[src/rtl/rr_arbiter8.sv]
// 8-requester round-robin arbiter with a registered one-hot grant and an optional hold-limit timeout.
// Define RR_IDX_EN to add the registered binary winner index output gnt_idx.
module rr_arbiter8 #(
    parameter int MAX_HOLD = 16,
    parameter int CNT_W    = 8
) (
    input  logic       clk,
    input  logic       rst,
    input  logic [7:0] req,
    output logic [7:0] gnt,
    output logic       gnt_valid
`ifdef RR_IDX_EN
    ,
    output logic [2:0] gnt_idx
`endif
);

    localparam logic [0:0] IDLE  = 1'b0;
    localparam logic [0:0] GRANT = 1'b1;

    localparam bit               HOLD_EN  = (MAX_HOLD != 0);
    localparam logic [CNT_W-1:0] HOLD_LIM = CNT_W'(MAX_HOLD);

    logic [0:0]       state_q, state_d;
    logic [2:0]       ptr_q, ptr_d;
    logic [2:0]       holder_q, holder_d;
    logic [CNT_W-1:0] cnt_q, cnt_d;
    logic [7:0]       gnt_q, gnt_d;
    logic             vld_q, vld_d;

    logic [7:0] others;
    logic [3:0] pick_idle;
    logic [3:0] pick_next;
    logic       forced;

    // Returns {found, index} of the first set bit of r, scanning upward from start with wrap 7->0.
    function automatic logic [3:0] rr_pick(input logic [7:0] r, input logic [2:0] start);
        logic [3:0] res;
        logic [2:0] pos;
        res = '0;
        for (int i = 7; i >= 0; i--) begin
            pos = start + 3'(i);
            if (r[pos]) begin
                res = {1'b1, pos};
            end
        end
        return res;
    endfunction

    function automatic logic [7:0] onehot8(input logic [2:0] idx);
        return 8'd1 << idx;
    endfunction

    assign others    = req & ~onehot8(holder_q);
    assign pick_idle = rr_pick(req, ptr_q);
    assign pick_next = rr_pick(others, holder_q + 3'd1);
    assign forced    = HOLD_EN && (cnt_q == HOLD_LIM) && req[holder_q] && (|others);

    always_comb begin
        state_d  = state_q;
        ptr_d    = ptr_q;
        holder_d = holder_q;
        cnt_d    = cnt_q;
        gnt_d    = gnt_q;
        case (state_q)
            IDLE: begin
                if (pick_idle[3]) begin
                    gnt_d    = onehot8(pick_idle[2:0]);
                    holder_d = pick_idle[2:0];
                    cnt_d    = CNT_W'(1);
                    state_d  = GRANT;
                end else begin
                    gnt_d = '0;
                end
            end
            GRANT: begin
                if (!req[holder_q] || forced) begin
                    // Holder's own request is zero on a voluntary release, so others == req there.
                    ptr_d = holder_q + 3'd1;
                    if (pick_next[3]) begin
                        gnt_d    = onehot8(pick_next[2:0]);
                        holder_d = pick_next[2:0];
                        cnt_d    = CNT_W'(1);
                    end else begin
                        gnt_d   = '0;
                        cnt_d   = '0;
                        state_d = IDLE;
                    end
                end else if (HOLD_EN && (cnt_q >= HOLD_LIM)) begin
                    cnt_d = HOLD_LIM;
                end else if (cnt_q != '1) begin
                    cnt_d = cnt_q + CNT_W'(1);
                end
            end
            default: begin
                gnt_d   = '0;
                cnt_d   = '0;
                state_d = IDLE;
            end
        endcase
        vld_d = |gnt_d;
    end

    always_ff @(posedge clk or posedge rst) begin
        if (rst) begin
            state_q  <= IDLE;
            ptr_q    <= '0;
            holder_q <= '0;
            cnt_q    <= '0;
            gnt_q    <= '0;
            vld_q    <= 1'b0;
        end else begin
            state_q  <= state_d;
            ptr_q    <= ptr_d;
            holder_q <= holder_d;
            cnt_q    <= cnt_d;
            gnt_q    <= gnt_d;
            vld_q    <= vld_d;
        end
    end

    assign gnt       = gnt_q;
    assign gnt_valid = vld_q;

`ifdef RR_IDX_EN
    logic [2:0] idx_q, idx_d;

    always_comb begin
        idx_d = (|gnt_d) ? holder_d : 3'd0;
    end

    always_ff @(posedge clk or posedge rst) begin
        if (rst) begin
            idx_q <= '0;
        end else begin
            idx_q <= idx_d;
        end
    end

    assign gnt_idx = idx_q;
`endif

    a_gnt_onehot0 : assert property (@(posedge clk) disable iff (rst) $onehot0(gnt_q));
    a_gnt_valid   : assert property (@(posedge clk) disable iff (rst) vld_q == (|gnt_q));

endmodule

[config.mk]
export PLATFORM = sky130hd
export DESIGN_NAME = rr_arbiter8
export DESIGN_NICKNAME = d
export VERILOG_FILES = /design/src/rtl/rr_arbiter8.sv
export SDC_FILE = /design/constraint.sdc
export NUM_CORES = 1
export LEC_CHECK = 0
export ABC_CLOCK_PERIOD_IN_PS = 5150
export BUFFER_PORTS_ARGS = -buffer_cell sky130_fd_sc_hd__buf_2
export CORE_AREA = 5 5 96 89
export CTS_CLUSTER_DIAMETER = 200
export DETAILED_ROUTE_END_ITERATION = 12
export DIE_AREA = 0 0 101 94
export PLACE_DENSITY_LB_ADDON = 0.08
export REMOVE_ABC_BUFFERS = 1
export SYNTH_ARGS = -nofsm -noshare
export SYNTH_HDL_FRONTEND = slang
export SYNTH_SLANG_ARGS = --single-unit
[constraint.sdc]
create_clock -name clk -period 5.15 [get_ports clk]
set_clock_uncertainty 0.15 [all_clocks]
set_input_delay 0.515 -clock clk [delete_from_list [all_inputs] [get_ports clk]]
set_output_delay 0.515 -clock clk [all_outputs]
set_load 0.01 [all_outputs]
Word level (Yosys, flattened, before mapping)
Index checks and enable logic that the tools add are counted.
Storage, ports and cells
  register bits: 24
  bits in latches: 0
  memory bits (writable): 0
  bits in read-only memories: 0
  input port bits: 10
  memories kept: 0
Cells by class
  add/sub/neg operators: 16
  multipliers: 0
  div/mod/pow operators: 0
  order comparisons: 18
  equal/unequal tests: 6
  shift operators: 3
  multiplexer cells: 68
  bitwise logic cells: 3
  reduce and logical (&&, ||, !) cells: 9
Operators by type and width (count)
  3-bit by 4-bit less-than comparator with 1-bit output (second input constant): 17
  4-bit 2-to-1 mux: 16
  8-bit 2-to-1 mux: 7
  1-bit binary-select mux with 3-bit select: 17
  8-bit case mux with 2 select lines: 2
  3-bit adder (second input constant): 8
  1-bit by 3-bit left shift with 8-bit output (first input constant): 3
  1-bit 2-to-1 mux: 21
  8-bit OR reduction: 2
  3-bit by 2-bit adder with 3-bit output (second input constant): 4
  3-bit by 1-bit adder with 3-bit output (second input constant): 3
  3-bit 2-to-1 mux: 3
  8-bit by 1-bit adder with 8-bit output (second input constant): 1
  8-bit bitwise AND: 1
  8-bit by 5-bit == test with 1-bit output (second input constant): 1
  8-bit by 5-bit >= comparator with 1-bit output (second input constant): 1
  8-bit != test (second input constant): 1
  8-bit inverter: 1
  3-bit case mux with 2 select lines: 1
  2-bit by 1-bit != test with 1-bit output (second input constant): 2
  4-bit by 1-bit != test with 1-bit output (second input constant): 1
  2-bit AND reduction: 2
  3-bit AND reduction: 1
  1-bit logical AND: 2
  other kinds (5): 5

Logic depth before layout (Yosys ltp)
Gate-level depths: netlist (run 1).
  word-level depth: 18
  gate-level depth with buffers: 13
  mapped depth without buffers: 10

Worst setup path after synthesis (run 1)
OpenSTA, ideal clock, no wires.
  path type: register to register
  start point: register ptr_q[1]
  end point: register holder_q[2]
  setup time: 125 ps
  arrival: 3303 ps
  data required time: 4875 ps
  setup slack: 1572 ps
  cell stages (with the launch flop): 13
  period minus slack after synthesis: 3578 ps
  cell sequence: dfrtp_1 buf_2 buf_2 inv_1 ha_1 buf_1 mux4_2 mux2i_2 or4b_1 nor3_1 or2_2 and2b_2 mux2_2
On the way
  longest elaborated chain between the ends: 13
  elaborated cells between the ends (all ways): 35
  classes of those cells: add/sub (7); eq/ne (1); mux (26); reduce/logical (1)
Ends and longest elaborated chain
  start: declaration: line 25  | logic [2:0] ptr_q, ptr_d;
  start signal: assignment: line 114  | ptr_q <= ptr_d;
  3-bit adder: line 42  | pos = start + 3'(i);
  1-bit binary-select mux with 3-bit select: line 43  | if (r[pos]) begin
  1-bit 2-to-1 mux (implied by the code): line 43
  4-bit 2-to-1 mux (7 in series): line 43
  4-bit 2-to-1 mux (*): line 43
  3-bit 2-to-1 mux / 2-bit != test (equally long branches)
  3-bit case mux with 2 select lines / 3-bit AND reduction (equally long branches)
  end signal: assignment: line 115  | holder_q <= holder_d;
  end: declaration: line 26  | logic [2:0] holder_q, holder_d;
Every way passes the cells marked *; elsewhere a longest branch is shown, timed or not. The select of a mux whose other input is x is not followed.
A chain may end at the register's enable or synchronous reset.

Worst setup path in the final report (run 1)
  start point: register holder_q[2]
  end point: register gnt_q[0] (netlist: gnt[0])
On the way
  longest elaborated chain between the ends: 17
  elaborated cells between the ends (all ways): 46
  classes of those cells: add/sub (8); shift (2); mux (29); bitwise (2); reduce/logical (5)
Ends and longest elaborated chain
  parallel branches: the longest is 15 deep, another holds 3-bit by 1-bit adder with 3-bit output
  8-bit 2-to-1 mux (*): line 77  | if (!req[holder_q] || forced) begin
  8-bit case mux with 2 select lines (*): line 65  | case (state_q)
  via gnt_d[0]: line 28  | logic [7:0] gnt_q, gnt_d;
  end signal: assignment: line 117  | gnt_q <= gnt_d;
  end: declaration: line 28
Mark *: on every way through the listed nets, which the timed path passes. The select of a mux whose other input is x is not followed.

==> summary.md, run 1 <==
| Metric | Value |
|---|---|
| Fin. Hold Viols | `0` |
| RD Place Congestion | `0.876` |
| Fin area | `roughly 3400 sq um` |
| Largest family of logic cells by synthesized area | `compound AO/OA/AOI/OAI gates` |
| Antenna cells | `0` |
| Dominant cell type by area after synthesis | `dfrtp_1` |
| PostCTS Resize Cnt | `0` |
| Placed Area | `about 3400 sq um` |
| Setup-failing EPs final | `0` |
| Synth Area in Compound Gates | `between 30% and 40%` |
| Crit Path Max Fanout | `18` |
| Total number of vias | `3095` |
| Worst path required time | `between 5 and 6 ns` |
| Worst setup SP type | `flop` |
| DRT antenna net count | `0` |
| Shortest period the worst path allows | `4.25 ns` |
| Max Transition Viols Final | `0` |
| H-tree levels | `1` |
| Gr usage total | `roughly a fifth` |
| Iteration-0 DRC Markers | `142` |
| Fin Setup TNS | `0 ns` |
| Port buffer count | `18` |
| CTS max path bufs | `2` |
| F_max | `235 MHz` |
| Post-CTS setup buffer count | `0` |
| Post-layout util | `between 40% and 50%` |
| Clk root buf | `clkbuf_8` |
| Register area share after synthesis | `roughly 19%` |
| CTS tree | `done` |
| Fin crit share | `82.6%` |
| First-pass GRT wire length | `between 15000 and 20000 um` |
| Post-Syn Area | `roughly 3200 sq um` |
| Area Growth Syn to Fin | `5.10%` |
| Drt drc | `0` |
| Number of global-route vias before repair | `approximately 3000` |
| Avg WL per Cell | `between 15 and 20 um` |
| WL final | `9180 um` |
| Starting Density | `43.8%` |
| DP HPWL | `between 6000 and 7000 um` |
| Actual slew at the worst max-slew pin | `0.913 ns` |
| Clk sink count | `24` |
| Largest net degree at the start of global routing | `27` |
| Rows | `30` |
| Slew Limit Headroom | `about two fifths` |
| Post-synth EDFFs | `0` |
| Worst hold-check path type | `input port to asynchronous set/reset pin` |
| CP Capture Type | `flop` |
| RSZ-0062 raised after global routing | `false` |
| Synth area leaders | `dfrtp_1 (19%), mux4_2 (7.0%), mux2i_1 (4.9%)` |
| Crit path DAT | `between 4 and 5 ns` |
| Post-Syn Area per Cell | `about 8.5 sq um` |
| Die X | `between 100 and 150 um` |
| Post-Synth Simple-Gate Area | `17.7%` |
| I/O Pins | `19` |
| Nets | `about 400` |
| Die footprint | `9490 sq um` |
| Max_cap viols | `0` |
| Latest clock arrival within the worst-skew pair | `0.26 ns` |
| Ys Warns | `0` |
| Synthesized netlist cell count | `380` |
| Clock transition at path regs | `about 0.080 ns` |
| Flop and latch count out of synthesis | `24` |
| Die Ht | `around 94 um` |
| Top FF cell, synth | `dfrtp_1` |
| Adder-cell area share of the yosys netlist | `approximately 4.6%` |
| Ys async rst share | `100%` |
| Cts bufs inserted | `3` |
| XOR/XNOR Fraction of Synth Area | `between 2 and 2.5%` |
| Synth cell types | `78` |
| Layout cells sized above 1 | `16.7%` |
| Setup CP Type | `flop to flop` |
| Drt first pass iters | `5` |
| Gr ovfl total | `0` |
| Vias/cell | `between 6 and 7` |
| Core area | `approximately 7400 sq um` |
| Post-CTS Hold Buffers | `0` |
| Initial antenna violation count | `0` |
| Post-synthesis mux area share | `between 10% and 20%` |
| Yosys top cell area share | `between 10% and 20%` |
| Status | `finished, final reports clean` |
==> cells in the final DEF, fill, tap and decap left out, types with 5 or more instances in the layout <==
master and count:
mux2_2 14, a221oi_1 6, nor2b_1 7, dfrtp_1 24, a21oi_1 16, mux4_2 10
mux2i_1 16, nand2_1 29, nor3_1 7, buf_4 5, a211oi_1 9, ha_1 12
buf_2 18, nor2_1 25, nor4_1 5, a31oi_1 9, nand3_1 6, o211ai_1 17
a22oi_1 9, inv_1 14, and2_1 5, o31ai_1 9, o21ai_0 18
==> flip-flops by register name, indices dropped and copies added, names as in the netlist <==
name       flops
state_q        1
ptr_q          3
gnt_valid      1
cnt_q          8
holder_q       3
gnt            8
==> kinds of logic (layout without fill, tap and decap cells) <==
group	after synthesis	in the layout
buffers and inverters	41	44
xor gates and xnor gates	7	7
and+or+nand+nor	110	110
DFF	24	24
AOI/OAI and AO/OA	142	142
muxes	44	44
adders and majority gates	12	12
==> cells in the mapped netlist (5+ instances only) <==
| master | instances |
|---|---|
| nor2b_1 | 7 |
| buf_2 | 8 |
| ha_1 | 12 |
| mux4_2 | 10 |
| mux2_2 | 14 |
| a21oi_1 | 16 |
| nor3_1 | 7 |
| o21ai_0 | 18 |
| nand3_1 | 6 |
| dfrtp_1 | 24 |
| and2_1 | 5 |
| a221oi_1 | 6 |
| clkbuf_1 | 9 |
| a22oi_1 | 9 |
| nor2_1 | 25 |
| inv_1 | 14 |
| a31oi_1 | 9 |
| o211ai_1 | 17 |
| a211oi_1 | 9 |
| o31ai_1 | 9 |
| nor4_1 | 5 |
| mux2i_1 | 16 |
| nand2_1 | 29 |
==> layer usage <==
metal	part of all wire [%]	vias to the layer above	global-route usage, %
li1	-	1502	-
met1	45	1517	27.2
met2	51	70	35.4
met3	2.8	6	1.34
met4	0.85	0	2.99
met5	0	-	0
==> through the flow <==
step	instances	hold slack, ns	setup WS [ns]
2_1_floorplan	357	0.319	0.993
3_3_place_gp	476	0.345	1.11
4_1_cts	479	0.324	0.962
5_1_grt	479	0.380	0.640
6_report	479	0.295	0.898
3_5_place_dp	476	0.354	1.01
==> final cells by class <==
class,instances,area (sq um)
Timing Repair Buffer,23,128
Multi-Input combinational cell,315,2440
Fill cell,737,3990
Sequential cell,24,601
Clock buffer,3,41.3
Tap cell,96,120
Inverter,18,67.6
==> path summary, 6_finish.rpt <==
path	depth (start not counted)	end	startpoint	slack, ns
worst max-delay path	10	gnt[0]	holder_q[2]	0.90
worst min-delay path	2	state_q	rst	0.29
worst max register to register	10	gnt[0]	holder_q[2]	0.90
worst min register to register	1	cnt_q[7]	cnt_q[7]	0.37
max in group asynchronous	2	gnt[5]	rst	4.00
min in group clk	1	cnt_q[7]	cnt_q[7]	0.37
==> worst max-delay path: stages (launching register included) <==
cell and delay [ns]:
dfrtp_1 0.75, clkinv_1 0.42, ha_1 0.67, clkinv_1 0.34, a211oi_1 0.51, nor2_1 0.16
a21oi_1 0.18, a311oi_1 0.10, or3_1 0.40, and2_1 0.19, o31ai_1 0.25
Power of run 1 is not shown: default switching activity piles up to over one toggle a cycle in this logic, so the estimate is an artifact.
==> run 2: changes to the inputs <==
--- a/config.mk
+++ b/config.mk
@@ -5,12 +5,13 @@
 export SDC_FILE = /design/constraint.sdc
 export NUM_CORES = 1
 export LEC_CHECK = 0
-export ABC_CLOCK_PERIOD_IN_PS = 5150
+export ABC_AREA = 1
+export ABC_CLOCK_PERIOD_IN_PS = 4200
 export BUFFER_PORTS_ARGS = -buffer_cell sky130_fd_sc_hd__buf_2
-export CORE_AREA = 5 5 96 89
+export CORE_AREA = 5 5 90 83
 export CTS_CLUSTER_DIAMETER = 200
 export DETAILED_ROUTE_END_ITERATION = 12
-export DIE_AREA = 0 0 101 94
+export DIE_AREA = 0 0 95 88
 export PLACE_DENSITY_LB_ADDON = 0.08
 export REMOVE_ABC_BUFFERS = 1
 export SYNTH_ARGS = -nofsm -noshare
==> constraint.sdc (replaced) <==
create_clock -name clk -period 4.2 [get_ports clk]
set_clock_uncertainty 0.15 [all_clocks]
set_input_delay 0.42 -clock clk [delete_from_list [all_inputs] [get_ports clk]]
set_output_delay 0.42 -clock clk [all_outputs]
set_load 0.01 [all_outputs]
==> run 2 against run 1 <==
Die area down 12%. First-iteration DRC count up 54%. Worst setup slack better by 0.067 ns. Critical path depth up 11. Synthesized cell count up 21%. Critical path type unchanged. Largest cell class unchanged.
==> summary.md, run 2 <==
| Metric | Value |
|---|---|
| Most common cell in the netlist | `nand2_1 (unchanged)` |
| Worst hold-check path type | `input port to asynchronous set/reset pin (unchanged)` |
| CTS tree | `done (unchanged)` |
| Starting Density | `43.3% (was 43.8%)` |
| Gr ovfl total | `0 (unchanged)` |
| Most common cell after layout, fill and taps aside | `nand2_1 (unchanged)` |
| Max Transition Viols Final | `0 (unchanged)` |
| Initial antenna violation count | `0 (unchanged)` |
| First-pass GRT wire length | `12400 um (was 15600 um)` |
| Post-placement cell count | `561 (was 476)` |
| Setup CP Type | `flop to flop (unchanged)` |
| Status | `finished, final reports clean (unchanged)` |
| Slew Limit Headroom | `38.4% (was 39.1%)` |
| Reg2reg start | `holder_q[1] (was holder_q[2])` |
| I/O Pins | `19 (unchanged)` |
| Antenna cells | `0 (unchanged)` |
| Total number of vias | `2850 (was 3095)` |
| Synth cell types | `34 (was 78)` |
| Fin cells | `564 (was 479)` |
| Dominant cell type by area after synthesis | `dfrtp_1 (unchanged)` |
| Critical path origin | `holder_q[1] (was holder_q[2])` |
| Layout cells sized above 1 | `15.8% (was 16.7%)` |
| PostCTS Resize Cnt | `0 (unchanged)` |
| Cts bufs inserted | `3 (unchanged)` |
| Flop and latch count out of synthesis | `24 (unchanged)` |
| Max_cap viols | `0 (unchanged)` |
| Synth top cells by count | `nand2_1 (131), nand3_1 (76), inv_1 (56) (was nand2_1 (29), nor2_1 (25), dfrtp_1 (24))` |
| Ys Warns | `0 (unchanged)` |
| Post-layout util | `46.2% (was 46.0%)` |
| Actual slew at the worst max-slew pin | `0.922 ns (was 0.913 ns)` |
| CTS max path bufs | `2 (unchanged)` |
| Port buffer count | `18 (unchanged)` |
| Number of global-route vias before repair | `2679 (was 2993)` |
| Gr usage total | `18.4% (was 20.0%)` |
| DRT antenna net count | `0 (unchanged)` |
| CP Capture Type | `flop (unchanged)` |
| Die X | `95 um (was 101 um)` |
| DP HPWL | `5870 um (was 6900 um)` |
| Synth area leaders | `dfrtp_1 (21%), nand2_1 (18%), nand3_1 (14%) (was dfrtp_1 (19%), mux4_2 (7.0%), mux2i_1 (4.9%))` |
| Post-CTS Hold Buffers | `0 (unchanged)` |
| Nets | `498 (was 407)` |
| Setup-failing EPs final | `0 (unchanged)` |
| Fin Setup TNS | `0 ns (unchanged)` |
| Clk sink count | `24 (unchanged)` |
| Post-CTS setup buffer count | `0 (unchanged)` |
| Crit Path Max Fanout | `10 (was 18)` |
| Post-synth EDFFs | `0 (unchanged)` |
| Drt first pass iters | `4 (was 5)` |
| Ys async rst share | `100% (unchanged)` |
| Worst setup SP type | `flop (unchanged)` |
| F_max | `309 MHz (was 235 MHz)` |
| Area Growth Syn to Fin | `6.54% (was 5.10%)` |
| Largest net degree at the start of global routing | `25 (was 27)` |
| Core area | `6450 sq um (was 7390 sq um)` |
| Synthesized netlist cell count | `460 (was 380)` |
| RSZ-0062 raised after global routing | `false (unchanged)` |
| Worst path required time | `4.21 ns (was 5.15 ns)` |
| Yosys top cell area share | `21.5% (was 18.6%)` |
| RD Place Congestion | `0.850 (was 0.876)` |
| Die Ht | `88 um (was 94 um)` |
| Latest clock arrival within the worst-skew pair | `0.26 ns (about the same)` |
| Die footprint | `8360 sq um (was 9490 sq um)` |
| Register area share after synthesis | `21.5% (was 18.6%)` |
| Worst r2r path cells | `21 (was 10)` |
| Fin crit share | `77.0% (was 82.6%)` |
| Crit path DAT | `3.25 ns (was 4.25 ns)` |
| Commonest non-fill, non-tap cells in the layout | `nand2_1 (131), nand3_1 (76), inv_1 (56) (was nand2_1 (29), nor2_1 (25), dfrtp_1 (24))` |
| Top FF cell, synth | `dfrtp_1 (unchanged)` |
| H-tree levels | `1 (unchanged)` |
| Post-Syn Area per Cell | `6.07 sq um (was 8.51 sq um)` |
| Post-Syn Area | `2790 sq um (was 3240 sq um)` |
| Iteration-0 DRC Markers | `219 (was 142)` |
| Fillcell total | `715 (was 737)` |
| Fin. Hold Viols | `0 (unchanged)` |
| Avg WL per Cell | `12.6 um (was 19.2 um)` |
| Drt drc | `0 (unchanged)` |
| Shortest period the worst path allows | `3.24 ns (was 4.25 ns)` |
| WL final | `7110 um (was 9180 um)` |
| Clock transition at path regs | `0.08 ns (about the same)` |
| Rows | `28 (was 30)` |
| Vias/cell | `5.05 (was 6.46)` |
| Clk root buf | `clkbuf_8 (unchanged)` |
[run 2: routing by layer]
metal  part of all wire (%)  global-route usage, %
met5                      0                      0
met4                   0.31                   1.18
met3                    3.7                   2.06
met2                     47                   31.7
met1                     49                   25.9
[run 2: path summary, 6_finish.rpt]
kind	endpoint	slack, ns
min in group clk	cnt_q[5]	0.35
setup reg to reg	gnt_valid	0.96
hold / removal	gnt_valid	0.20
hold reg to reg	cnt_q[5]	0.35
setup / recovery	gnt_valid	0.96
max in group asynchronous	cnt_q[6]	3.14
[run 2: cells by family after synthesis]
| group | Yosys count | share of synthesized area (%) |
|---|---|---|
| and+or+nand+nor | 287 | 47.6 |
| buffers and inverters | 78 | 12.0 |
| AOI/OAI and AO/OA | 51 | 10.4 |
| DFF | 24 | 21.5 |
| adders and majority gates | 12 | 5.37 |
| xor gates and xnor gates | 8 | 3.05 |
[run 2: layout make-up]
type	instances	area, sq um	area share, %
Clock buffer	3	41.3	1.39
Inverter	70	268	9.00
Multi-Input combinational cell	358	1860	62.4
Sequential cell	24	601	20.2
Tap cell	90	113	3.78
Timing Repair Buffer	19	97.6	3.28
[run 2: through the flow]
step           setup WS (ns)  hold slack [ns]  cell area [sq um]
2_1_floorplan           1.19            0.285               2730
3_3_place_gp           0.956            0.324               2940
3_5_place_dp           0.972            0.339               2940
4_1_cts                0.947            0.250               2980
5_1_grt                0.602            0.296               2980
6_report               0.965            0.197               2980
[run 2: worst max-delay path, stage by stage (launching register included)]
cell	delay, ns
dfrtp_1	0.51
inv_1	0.16
ha_1	0.55
inv_4	0.12
nand2_1	0.09
nand2_2	0.10
nand3_1	0.13
nand3_1	0.11
nand2_1	0.17
inv_2	0.05
a21oi_1	0.11
nand2_1	0.06
nand2_1	0.06
nand3_1	0.07
nand2_2	0.14
inv_2	0.06
nand3_2	0.08
nor2_1	0.05
nor2_1	0.12
nand2_1	0.08
nor2_1	0.10
nand2_1	0.05
Power of run 2 is left out for the same reason.
==> run 3: changes to the inputs <==
--- a/config.mk
+++ b/config.mk
@@ -6,7 +6,7 @@
 export NUM_CORES = 1
 export LEC_CHECK = 0
 export ABC_AREA = 1
-export ABC_CLOCK_PERIOD_IN_PS = 4200
+export ABC_CLOCK_PERIOD_IN_PS = 2800
 export BUFFER_PORTS_ARGS = -buffer_cell sky130_fd_sc_hd__buf_2
 export CORE_AREA = 5 5 90 83
 export CTS_CLUSTER_DIAMETER = 200
==> constraint.sdc (replaced) <==
create_clock -name clk -period 2.8 [get_ports clk]
set_clock_uncertainty 0.15 [all_clocks]
set_input_delay 0.28 -clock clk [delete_from_list [all_inputs] [get_ports clk]]
set_output_delay 0.28 -clock clk [all_outputs]
set_load 0.01 [all_outputs]
==> run 3 against run 2 <==
Cell count grew 8.2%. Critical endpoint unchanged. Routed wire length grew 14%. Highest routed layer unchanged. Critical path type unchanged. Maximum frequency grew 17%. Register-to-register slack lost 0.92 ns. Utilization grew 13 points. Global-route usage grew 0.58 points. Sequential share of layout area shrank 4.5 points. Worst setup slack lost 0.92 ns. Non-clock buffer count grew 45. First-iteration DRC count shrank 29%. Worst hold slack lost 0.15 ns. Die area is the same. Largest cell class unchanged.
==> summary.md, run 3 (synthesis gave the netlist of run 2 again) <==
| Metric | Value |
|---|---|
| Setup CP Type | `flop to flop (unchanged)` |
| First-pass GRT wire length | `12900 um (was 12400 um)` |
| Vias/cell | `5.08 (was 5.05)` |
| Worst setup SP type | `flop (unchanged)` |
| Placed Area | `3220 sq um (was 2940 sq um)` |
| Crit Path Max Fanout | `4 (was 10)` |
| Reg2reg start | `holder_q[1] (unchanged)` |
| Die Ht | `88 um (unchanged)` |
| Largest net degree at the start of global routing | `25 (unchanged)` |
| Die footprint | `8360 sq um (unchanged)` |
| Total number of vias | `3100 (was 2850)` |
| Crit path DAT | `2.77 ns (was 3.25 ns)` |
| Fin cells | `610 (was 564)` |
| Post-CTS Hold Buffers | `0 (unchanged)` |
| Avg WL per Cell | `13.3 um (was 12.6 um)` |
| Iteration-0 DRC Markers | `155 (was 219)` |
| Clock transition at path regs | `0.09 ns (was 0.08 ns)` |
| Starting Density | `43.3% (unchanged)` |
| Gr ovfl total | `0 (unchanged)` |
| Layout cells sized above 1 | `38.1% (was 15.8%)` |
| Area Growth Syn to Fin | `36.7% (was 6.54%)` |
| Shortest period the worst path allows | `2.76 ns (was 3.24 ns)` |
| Gr usage total | `19.0% (was 18.4%)` |
| Clk root buf | `clkbuf_8 (unchanged)` |
| Core area | `6450 sq um (unchanged)` |
| Status | `finished, final reports clean (unchanged)` |
| Rows | `28 (unchanged)` |
| Worst hold-check path type | `input port to asynchronous set/reset pin (unchanged)` |
| Setup WS pre-CTS | `-0.178 ns (was 0.972 ns)` |
| Drt drc | `0 (unchanged)` |
| Max Transition Viols Final | `0 (unchanged)` |
| Worst path required time | `2.81 ns (was 4.21 ns)` |
| Post-layout util | `59.3% (was 46.2%)` |
| H-tree levels | `1 (unchanged)` |
| Met2 usage | `33.0% (was 31.7%)` |
| Setup-failing EPs final | `0 (unchanged)` |
| Slew Limit Headroom | `39.2% (was 38.4%)` |
| Die X | `95 um (unchanged)` |
| Initial antenna violation count | `0 (unchanged)` |
| Most common cell after layout, fill and taps aside | `nand2_1 (unchanged)` |
| I/O Pins | `19 (unchanged)` |
| Number of global-route vias before repair | `2848 (was 2679)` |
| Commonest non-fill, non-tap cells in the layout | `nand2_1 (107), inv_1 (48), nand3_1 (44) (was nand2_1 (131), nand3_1 (76), inv_1 (56))` |
| Drt first pass iters | `4 (unchanged)` |
| Fin crit share | `98.5% (was 77.0%)` |
| Nets | `543 (was 498)` |
| CTS max path bufs | `2 (unchanged)` |
| Setup slack, reg-to-reg | `0.04 ns (was 0.96 ns)` |
| CP Capture Type | `flop (unchanged)` |
| RSZ-0062 raised after global routing | `true (was false)` |
| RD Place Congestion | `0.934 (was 0.850)` |
| F_max | `363 MHz (was 309 MHz)` |
| Final Worst Setup Slack | `0.0430 ns (was 0.965 ns)` |
| Most used routing layer | `met2 (unchanged)` |
| WL final | `8080 um (was 7110 um)` |
| Port buffer count | `18 (unchanged)` |
| Met1 GRT Util | `26.3% (was 25.9%)` |
| Actual slew at the worst max-slew pin | `0.911 ns (was 0.922 ns)` |
| Fin. Hold Viols | `0 (unchanged)` |
| Latest clock arrival within the worst-skew pair | `0.27 ns (was 0.26 ns)` |
| Post-placement cell count | `597 (was 561)` |
| DRT antenna net count | `0 (unchanged)` |
| Met3 Usage GRT | `2.06% (unchanged)` |
| CTS tree | `done (unchanged)` |
| DP HPWL | `6190 um (was 5870 um)` |
| Antenna cells | `0 (unchanged)` |
| Clk sink count | `24 (unchanged)` |
| Fin area | `3820 sq um (was 2980 sq um)` |
| Worst r2r path cells | `25 (was 21)` |
| Cts bufs inserted | `3 (unchanged)` |
| Reg2Reg Capture Point | `gnt_valid (unchanged)` |
| Max_cap viols | `0 (unchanged)` |
-- run 3: cell type report --
class	instances	area (sq um)
clock buffers	3	41.3
clock inverters	1	30.0
fillers	644	2630
well taps	90	113
flip-flops and latches	24	601
repair buffers	64	477
inverters	70	268
multi-input cells	358	2290
-- run 3: metrics by stage --
step                hold WS, ns  TNS, ns
floorplan                 0.145   -0.377
global placement          0.325   -0.293
detailed placement        0.329   -0.765
CTS                      0.0763        0
global route              0.144   -0.818
finish                   0.0453        0
-- run 3: worst max-delay path by stage --
stage | slack (ns) | start | end | cells after the start
after global routing | -0.17 | holder_q[1] | holder_q[0] | 15
after detailed placement | -0.18 | holder_q[0] | gnt_valid | 19
after floorplan | -0.21 | holder_q[0] | gnt_valid | 21
after CTS | 0.002 | holder_q[1] | gnt_valid | 18
final | 0.04 | holder_q[1] | gnt_valid | 25
after global placement | -0.14 | holder_q[0] | gnt_valid | 19
-- run 3: metal layers --
layer	up-vias	part of all wire, %
met5	-	0
met4	0	0.27
met3	5	2.7
met2	38	50
met1	1460	47
li1	1597	-
-- run 3: critical path, stage by stage, from the launching register on --
cell     delay, ns
dfrtp_1       0.41
inv_1         0.11
buf_4         0.16
ha_1          0.22
nand2_2       0.13
nand3_2       0.12
nand3_2       0.12
nand2_2       0.07
nor2_1        0.11
nand2_1       0.06
nand2_1       0.06
nand2_1       0.05
nand2_1       0.06
nand2_1       0.05
nand2_1       0.05
nand2_1       0.06
nand2_1       0.07
nand2_2       0.09
nand2_2       0.11
inv_2         0.05
nand3_2       0.07
nand2_2       0.06
inv_2         0.04
nand2_1       0.04
nor2_1        0.09
nand2_1       0.05
-- run 3: repair_timing --
| action | CTS | global route |
|---|---|---|
| resized for setup | 19 | 85 |
| buffers inserted | 1 | 8 |
| pin swaps | 1 | 35 |
| endpoints found under the setup margin | 10 | 12 |
Power of run 3 is left out for the same reason.
